**src/rtl/mult_pkg.sv**
```systemverilog
// Shared types and helpers for the shift-add multiplier.
//   state_t   : multiplier control states
//   cnt_width : width of the iteration counter for a given operand width
package mult_pkg;

  typedef enum logic [1:0] {
    IDLE,
    BUSY,
    DONE
  } state_t;

  // Counter must hold 0..SIZE.
  function automatic int unsigned cnt_width(input int unsigned size);
    return $clog2(size + 1);
  endfunction

endpackage

```
**src/rtl/full_adder.sv**
```systemverilog
// One-bit full adder.
//   a, b, cin : addend bits and carry in
//   sum, cout : sum bit and carry out
module full_adder (
  input  logic a,
  input  logic b,
  input  logic cin,
  output logic sum,
  output logic cout
);

  assign sum  = a ^ b ^ cin;
  assign cout = (a & b) | (cin & (a ^ b));

endmodule

```
**src/rtl/ripple_carry_adder.sv**
```systemverilog
// SIZE-bit ripple-carry adder built from full_adder cells.
//   a, b : addends
//   cin  : carry into bit 0
//   sum  : SIZE-bit sum
//   cout : per-stage carry vector; cout[SIZE-1] is the overall carry out
module ripple_carry_adder #(
  parameter int unsigned SIZE = 4
) (
  input  logic [SIZE-1:0] a,
  input  logic [SIZE-1:0] b,
  input  logic            cin,
  output logic [SIZE-1:0] sum,
  output logic [SIZE-1:0] cout
);

  logic [SIZE-1:0] carry_in;

  assign carry_in[0] = cin;

  for (genvar i = 1; i < SIZE; i++) begin : g_chain
    assign carry_in[i] = cout[i-1];
  end

  for (genvar i = 0; i < SIZE; i++) begin : g_bit
    full_adder u_fa (
      .a    (a[i]),
      .b    (b[i]),
      .cin  (carry_in[i]),
      .sum  (sum[i]),
      .cout (cout[i])
    );
  end

endmodule

```
**src/rtl/shift_add_multiplier.sv**
```systemverilog
// Sequential unsigned SIZE x SIZE shift-add multiplier, one iteration per cycle.
//   clk, rst_n          : clock, synchronous active-low reset
//   in_valid, in_ready  : operand handshake (a = multiplicand, b = multiplier)
//   out_valid, out_ready: product handshake
//   product             : 2*SIZE-bit a*b, valid while out_valid is high
module shift_add_multiplier
  import mult_pkg::*;
#(
  parameter int unsigned SIZE = 4
) (
  input  logic              clk,
  input  logic              rst_n,
  input  logic              in_valid,
  output logic              in_ready,
  input  logic [SIZE-1:0]   a,
  input  logic [SIZE-1:0]   b,
  output logic              out_valid,
  input  logic              out_ready,
  output logic [2*SIZE-1:0] product
);

  localparam int unsigned CntW = cnt_width(SIZE);

  state_t            state_q, state_d;
  logic [SIZE-1:0]   m_q, m_d;
  logic [SIZE-1:0]   acc_q, acc_d;
  logic [SIZE-1:0]   q_q, q_d;
  logic [CntW-1:0]   cnt_q, cnt_d;

  logic [SIZE-1:0]   addend;
  logic [SIZE-1:0]   sum;
  logic [SIZE-1:0]   carry;

  assign addend = q_q[0] ? m_q : '0;

  ripple_carry_adder #(
    .SIZE (SIZE)
  ) u_adder (
    .a    (acc_q),
    .b    (addend),
    .cin  (1'b0),
    .sum  (sum),
    .cout (carry)
  );

  always_comb begin
    state_d = state_q;
    m_d     = m_q;
    acc_d   = acc_q;
    q_d     = q_q;
    cnt_d   = cnt_q;
    unique case (state_q)
      IDLE: begin
        if (in_valid) begin
          m_d     = a;
          q_d     = b;
          acc_d   = '0;
          cnt_d   = '0;
          state_d = BUSY;
        end
      end
      BUSY: begin
        // Shift {carry, sum, q} right by one; the carry is kept as ACC's MSB.
        acc_d = {carry[SIZE-1], sum[SIZE-1:1]};
        q_d   = {sum[0], q_q[SIZE-1:1]};
        cnt_d = cnt_q + CntW'(1);
        if (cnt_q == CntW'(SIZE - 1)) begin
          state_d = DONE;
        end
      end
      DONE: begin
        if (out_ready) begin
          state_d = IDLE;
        end
      end
      default: begin
        state_d = IDLE;
      end
    endcase
  end

  always_ff @(posedge clk) begin
    if (!rst_n) begin
      state_q <= IDLE;
      m_q     <= '0;
      acc_q   <= '0;
      q_q     <= '0;
      cnt_q   <= '0;
    end else begin
      state_q <= state_d;
      m_q     <= m_d;
      acc_q   <= acc_d;
      q_q     <= q_d;
      cnt_q   <= cnt_d;
    end
  end

  assign in_ready  = (state_q == IDLE);
  assign out_valid = (state_q == DONE);
  assign product   = {acc_q, q_q};

endmodule

```
**config.mk**
```make
export PLATFORM = sky130hd
export DESIGN_NAME = shift_add_multiplier
export DESIGN_NICKNAME = d
export VERILOG_FILES = /design/src/rtl/mult_pkg.sv /design/src/rtl/full_adder.sv /design/src/rtl/ripple_carry_adder.sv /design/src/rtl/shift_add_multiplier.sv
export SDC_FILE = /design/constraint.sdc
export NUM_CORES = 1
export LEC_CHECK = 0
export BUFFER_PORTS_ARGS = -buffer_cell sky130_fd_sc_hd__buf_2
export CELL_PAD_IN_SITES_DETAIL_PLACEMENT = 1
export CELL_PAD_IN_SITES_GLOBAL_PLACEMENT = 2
export CORE_MARGIN = 2
export CORE_UTILIZATION = 33
export CTS_CLUSTER_SIZE = 40
export DETAILED_ROUTE_END_ITERATION = 8
export PLACE_DENSITY_LB_ADDON = 0.1
export RECOVER_POWER = 100
export SLEW_MARGIN = 10
export SYNTH_ARGS = -nofsm -noshare
export SYNTH_HDL_FRONTEND = slang
export SYNTH_SLANG_ARGS = --single-unit
```
**constraint.sdc**
```tcl
create_clock -name clk -period 4.02 [get_ports clk]
set_input_delay 0.804 -clock clk [delete_from_list [all_inputs] [get_ports clk]]
set_output_delay 0.804 -clock clk [all_outputs]
set_load 0.01 [all_outputs]
```
==> results.sh, run 1 <==
export IMPL_synth_cell_types=22
export IMPL_yosys_warnings=0
export IMPL_grt_pass1_wl_mm=3.11
export IMPL_area_delta_synth_final_pct=9.42
export IMPL_clock_sinks=17
export IMPL_clk_latency_ns=0.29
export IMPL_setup_tns_ns=0
export IMPL_r2r_cells=8
export IMPL_final_cell_mix="17 x dfxtp_1, 16 x nand2_1, 12 x clkbuf_1, 11 x o21ai_0, 10 x buf_2"
export IMPL_clockRootBuffer="clkbuf_4"
export IMPL_multi_input_area_um2=459
export IMPL_syn_inst=96
export IMPL_arrival_ns=2.47
export IMPL_cts_clk_slew_worst_paths_ns=0.09
export IMPL_max_slew_worst_pin_slew_ns=1.14
export IMPL_antenna_cells=0
export IMPL_overflow=0
export IMPL_startpoint="q_q[0]$_SDFFE_PN0P_"
export IMPL_cts_resized_gates=0
export IMPL_max_vdd_ir_drop_uv=217
export IMPL_setup_viol=0
export IMPL_finalNetCount=130
export IMPL_antenna_found_initial=0
export IMPL_vias=672
export IMPL_syn_cell_area_um2=890
export IMPL_gp_congestion=0.736
export IMPL_register_area_um2=340
export IMPL_die_y_um=55.9
export IMPL_portBuffers=21
export IMPL_drive_gt1_frac=0.135
export IMPL_grt_max_degree=29
export IMPL_ys_ff_latch=17
export IMPL_rows=18
export IMPL_syn_nets=114
export IMPL_final_cells=141
export IMPL_postCtsSetupBuffers=0
export IMPL_period_minus_slack_ns=2.25
export IMPL_cp_start_kind="flip-flop"
export IMPL_rsz0062_at_grt="no"
export IMPL_max_freq_mhz=444
export IMPL_leakagePower_nw=0.408
export IMPL_critPathKind="reg2reg"
export IMPL_gr_usage_all_layers=0.127
export IMPL_finalMaxSlewViolations=0
export IMPL_drt_iter0_markers=12
export IMPL_crit_fanout=6
export IMPL_grt_pass1_vias=666
export IMPL_start_util=0.353
export IMPL_io_pins=22
export IMPL_cts_tree="done"
export IMPL_finalCritPeriodShare=0.561
export IMPL_cp_required_ns=4.24
export IMPL_seq_area_frac_synth=0.383
export IMPL_hold_class="reg2reg"
export IMPL_postSynthAreaPerCell_um2=9.27
export IMPL_powerDensity_nw_per_um2=324
export IMPL_ant_nets=0
export IMPL_status="finished clean"
export IMPL_r2r_slack_ns=1.77
export IMPL_drv_cap=0
export IMPL_whs_path_depth=2
export IMPL_min_delay_start="cnt_q[1]$_SDFFE_PN0P_"
export IMPL_hpwl_mm=1.27
export IMPL_nFillCells=317
export IMPL_final_util=0.386
export IMPL_via_per_inst=4.77
export IMPL_max_slew_margin_rel=0.243
export IMPL_htree_num_levels=1
export IMPL_hold_viol=0
export IMPL_wl_mm=1.77
export IMPL_final_common_cell="dfxtp_1"
export IMPL_dr_pass1_iters=3
export IMPL_numCtsBuffers=3
export IMPL_cts_hold_buf=0
export IMPL_routedWlPerCell_um=12.6
export IMPL_fin_worst_skew_ns=0.00353
export IMPL_drc_errors=0
export IMPL_place_inst=137
export IMPL_clk_path_buf_depth=2
export IMPL_end_kind="flip-flop"
export IMPL_r2r_start="q_q[0]$_SDFFE_PN0P_"
export IMPL_die_area_um2=3130
export IMPL_core_area_um2=2520
export IMPL_die_width_um=55.9
export IMPL_whs_ns=0.466
-- critical path, cell delays in order (launching register included) --
cell and delay [ns]:
dfxtp_1 0.36, and2_0 0.15, ha_1 0.19, fa_1 0.38, fa_1 0.37, inv_1 0.08, fa_1 0.39, nand3b_1 0.16
o21ai_0 0.11
-- where the power goes --
group | switching, W | internal, W
Combinational | 0.0000215 | 0.0000180
Sequential | 0.00000835 | 0.000177
Clock | 0.0000526 | 0.0000385
Total | 0.0000824 | 0.000233
-- worst paths after layout --
path                                end
setup / recovery  acc_q[2]$_SDFFE_PN0P_
hold / removal    cnt_q[1]$_SDFFE_PN0P_
setup reg to reg  acc_q[2]$_SDFFE_PN0P_
hold reg to reg   cnt_q[1]$_SDFFE_PN0P_
-- state kept, by name (all words and copies together), names as in the netlist --
signal and cells:
m_q 4, state_q 2, cnt_q 3, acc_q 4, q_q 4
-- cells in the mapped netlist --
cell type  count  area share
nand2_1       16       0.068
buf_6          2       0.025
o21ba_4        1       0.018
nor3b_1        1      0.0084
buf_4          4       0.034
o21ai_1        1      0.0056
nor2b_1        3       0.021
a22oi_1        1      0.0084
dfxtp_1       17        0.38
nor2_1         1      0.0042
ha_1           3       0.042
nand3b_1       4       0.034
mux2i_1        5       0.056
o21ai_0       10       0.056
buf_2          3       0.017
nand3_1        7       0.039
inv_1          5       0.021
o211a_1        4       0.045
nor3b_4        1       0.021
and2_1         3       0.021
fa_1           3       0.068
clkbuf_1       1      0.0042
-- cell type report --
type	count	share of cell area
clock buffers	4	0.0270
multi-input cells	64	0.472
flip-flops and latches	17	0.350
repair buffers	21	0.0938
inverters	5	0.0193
well taps	30	0.0386
-- logic make-up (layout without fill, tap and decap cells) --
group,Yosys count,after routing,synth area share
simple gates,36,36,0.217
compound gates,17,17,0.134
flops,17,17,0.383
buf+inv,15,30,0.101
fa+ha+maj,6,6,0.110
mux,5,5,0.0563
-- stage by stage --
stage	total power, W	area [um2]	setup slack, ns
after floorplan	0.000218	890	1.88
after global placement	0.000230	961	1.86
after detailed placement	0.000231	961	1.80
after CTS	0.000326	987	1.77
after global routing	0.000338	973	1.62
final	0.000316	973	1.77
-- layer usage --
layer	routed length [um]	up-vias	part of all wire	global-route usage
li1	-	346	-	-
met1	819	311	0.46	0.165
met2	826	13	0.47	0.197
met3	111	2	0.063	0.0581
met4	12	0	0.0068	0.0204
met5	0	-	0	0
Note: power is estimated with default switching activity, not from simulation.
==> inputs of run 2 (changes only) <==
--- a/config.mk
+++ b/config.mk
@@ -5,11 +5,12 @@
 export SDC_FILE = /design/constraint.sdc
 export NUM_CORES = 1
 export LEC_CHECK = 0
+export ABC_AREA = 1
 export BUFFER_PORTS_ARGS = -buffer_cell sky130_fd_sc_hd__buf_2
 export CELL_PAD_IN_SITES_DETAIL_PLACEMENT = 1
 export CELL_PAD_IN_SITES_GLOBAL_PLACEMENT = 2
 export CORE_MARGIN = 2
-export CORE_UTILIZATION = 33
+export CORE_UTILIZATION = 27
 export CTS_CLUSTER_SIZE = 40
 export DETAILED_ROUTE_END_ITERATION = 8
 export PLACE_DENSITY_LB_ADDON = 0.1
==> constraint.sdc (replaced) <==
create_clock -name clk -period 2.1 [get_ports clk]
set_input_delay 0.42 -clock clk [delete_from_list [all_inputs] [get_ports clk]]
set_output_delay 0.42 -clock clk [all_outputs]
set_load 0.01 [all_outputs]
==> run 2 against run 1 <==
Hold slack lost 0.092 ns. Clock skew grew 0.0042 ns. Combinational power grew to 2.7 times the previous value. Critical path type unchanged. Largest power group unchanged.
==> results.sh, run 2 <==
export IMPL_cp_start_kind="flip-flop"
export IMPL_switching_share=0.289
export IMPL_leakagePower_nw=0.510
export IMPL_synthXorXnorAreaFrac=0
export IMPL_portBuffers=21
export IMPL_drc_errors=0
export IMPL_rr_endpoint="acc_q[2]$_SDFFE_PN0P_"
export IMPL_arrival_ns=2.25
export IMPL_io_pins=22
export IMPL_max_slew_worst_pin_slew_ns=0.433
export IMPL_htree_num_levels=1
export IMPL_hpwl_mm=1.55
export IMPL_p_comb_frac=0.166
export IMPL_grt_pass1_vias=797
export IMPL_clockRootBuffer="clkbuf_4"
export IMPL_synth_ff_type="dfxtp_1"
export IMPL_grt_pass1_wl_mm=3.42
export IMPL_synth_mux_area_frac=0
export IMPL_ys_ff_latch=17
export IMPL_whs_path_depth=3
export IMPL_syn_cell_area_um2=886
export IMPL_hold_class="in2reg"
export IMPL_antenna_found_initial=0
export IMPL_r2r_cells=10
export IMPL_area_delta_synth_final_pct=17.8
export IMPL_seq_area_frac_synth=0.384
export IMPL_synth_most_common_cell="nand2_1"
export IMPL_die_width_um=61.3
export IMPL_powerDensity_nw_per_um2=619
export IMPL_reg_top3="acc_q (4), m_q (4), q_q (4)"
export IMPL_status="finished clean"
export IMPL_min_delay_start="a[3]"
export IMPL_gr_usage_all_layers=0.124
export IMPL_synth_top_family_by_area="simple AND/OR/NAND/NOR gates"
export IMPL_synth_cell_types=16
export IMPL_critPathKind="reg2reg"
export IMPL_final_cell_mix="35 x nand2_1, 21 x nor2_1, 16 x inv_1, 15 x dfxtp_1, 14 x buf_2"
export IMPL_final_common_cell="nand2_1"
export IMPL_max_freq_mhz=495
export IMPL_die_area_um2=3760
export IMPL_async_flop_share=0
export IMPL_grt_max_degree=16
export IMPL_whs_ns=0.375
export IMPL_clkPwrFrac=0.281
export IMPL_gp_congestion=0.667
export IMPL_setup_viol=0
export IMPL_cp_required_ns=2.33
export IMPL_core_area_um2=3080
export IMPL_rows=20
export IMPL_drv_cap=0
export IMPL_syn_inst=124
export IMPL_synthAdderAreaFrac=0.110
export IMPL_yosys_area_share_simple=0.267
export IMPL_crit_fanout=2
export IMPL_r2r_slack_ns=0.08
export IMPL_setup_tns_ns=0
export IMPL_placed_area_um2=998
export IMPL_end_kind="flip-flop"
export IMPL_cts_hold_buf=0
export IMPL_synthTopCellsByCount="35 x nand2_1, 21 x nor2_1, 17 x dfxtp_1, 17 x inv_1, 7 x a21oi_1"
export IMPL_synth_area_leader_cell="dfxtp_1"
export IMPL_synth_top_area_frac=0.384
export IMPL_synth_compound_area_frac=0.0946
export IMPL_period_minus_slack_ns=2.02
export IMPL_max_vdd_ir_drop_uv=255
export IMPL_p_sw_w=0.000187
export IMPL_cts_tree="done"
export IMPL_dr_pass1_iters=4
export IMPL_routedWlPerCell_um=10.9
export IMPL_min_to="m_q[3]$_SDFFE_PN0P_"
export IMPL_synth_edf_count=0
export IMPL_p_seq_frac=0.553
export IMPL_cts_clk_slew_worst_paths_ns=0.11
export IMPL_clock_sinks=17
export IMPL_ys_top_cells_by_area="dfxtp_1 38%, nand2_1 15%, nor2_1 8.9%"
export IMPL_hold_viol=0
export IMPL_drive_gt1_frac=0.214
export IMPL_nFillCells=420
export IMPL_vias=796
export IMPL_yosys_warnings=0
export IMPL_start_util=0.288
export IMPL_finalCritPeriodShare=0.963
export IMPL_overflow=0
export IMPL_via_per_inst=4.21
export IMPL_fin_worst_skew_ns=0.00770
export IMPL_ant_nets=0
export IMPL_finalNetCount=164
export IMPL_clk_latency_ns=0.29
export IMPL_startpoint="m_q[0]$_SDFFE_PN0P_"
export IMPL_wl_mm=2.06
export IMPL_antenna_cells=0
export IMPL_drt_iter0_markers=20
export IMPL_intPower_w=0.000459
export IMPL_die_y_um=61.3
export IMPL_r2r_start="m_q[0]$_SDFFE_PN0P_"
export IMPL_final_cell_area_um2=1040
export IMPL_rsz0062_at_grt="yes"
export IMPL_syn_nets=142
export IMPL_clk_path_buf_depth=2
export IMPL_max_slew_margin_rel=0.710
export IMPL_numCtsBuffers=3
export IMPL_postSynthAreaPerCell_um2=7.14
export IMPL_finalMaxSlewViolations=0
==> run 2: power by group through the flow <==
stage | Combinational (W) | Clock, W | Sequential [W]
6_report | 0.000107 | 0.000181 | 0.000357
5_1_grt | 0.000126 | 0.000211 | 0.000360
4_1_cts | 0.000112 | 0.000198 | 0.000357
3_5_place_dp | 0.000105 | 0 | 0.000366
3_3_place_gp | 0.000104 | 0 | 0.000365
2_1_floorplan | 0.0000714 | 0 | 0.000363
==> run 2: critical path, cell delays in order, from the launching register on <==
cell and delay [ns]:
dfxtp_2 0.34, nand2_1 0.05, inv_1 0.04, ha_2 0.16, fa_2 0.33, fa_2 0.34
inv_2 0.06, fa_1 0.40, inv_1 0.06, nand2_1 0.07, a21oi_2 0.12
==> run 2: logic make-up (layout without fill, tap and decap cells) <==
group           count (synthesis)  in the layout
fa+ha+maj                       6              6
simple gates                   61             61
buf+inv                        26             47
compound gates                 14             14
flops                          17             17
==> run 2: what timing repair did <==
action                     4_1_cts  5_1_grt
setup endpoints to repair        1        1
pin swaps                        1        0
buffers inserted                 2        0
gates resized for setup          2        5
==> run 2: metrics by stage <==
| step | setup slack (ns) | instances | util | power, W |
|---|---|---|---|---|
| after detailed placement | -0.0379 | 183 | 0.324 | 0.000470 |
| after global placement | 0.0142 | 183 | 0.324 | 0.000469 |
| after floorplan | 0.0302 | 124 | - | 0.000434 |
| after CTS | 0.0112 | 189 | 0.339 | 0.000667 |
| final | 0.0784 | 189 | 0.339 | 0.000646 |
| after global routing | -0.0128 | 189 | 0.339 | 0.000697 |
==> run 2: worst max path at each step <==
stage | end | slack (ns) | depth (start not counted)
after global routing | acc_q[2]$_SDFFE_PN0P_ | -0.01 | 10
final | acc_q[2]$_SDFFE_PN0P_ | 0.08 | 10
after detailed placement | acc_q[2]$_SDFFE_PN0P_ | -0.04 | 10
after global placement | acc_q[2]$_SDFFE_PN0P_ | 0.01 | 10
after floorplan | acc_q[2]$_SDFFE_PN0P_ | 0.03 | 10
after CTS | acc_q[2]$_SDFFE_PN0P_ | 0.01 | 10
==> run 2: routing by layer <==
| layer | global-route usage | vias to the layer above | share of wire |
|---|---|---|---|
| met1 | 0.160 | 370 | 0.46 |
| met4 | 0.0466 | 0 | 0.0087 |
| met2 | 0.205 | 15 | 0.49 |
| met5 | 0 | - | 0 |
| li1 | - | 409 | - |
| met3 | 0.0231 | 2 | 0.047 |
==> run 2: cell type report <==
cell class | instances | area, um2 | share of cell area
Clock buffer | 4 | 26.3 | 0.0252
Inverter | 19 | 71.3 | 0.0683
Multi-Input combinational cell | 81 | 429 | 0.411
Sequential cell | 17 | 343 | 0.329
Tap cell | 44 | 55.1 | 0.0528
Timing Repair Buffer | 24 | 119 | 0.114
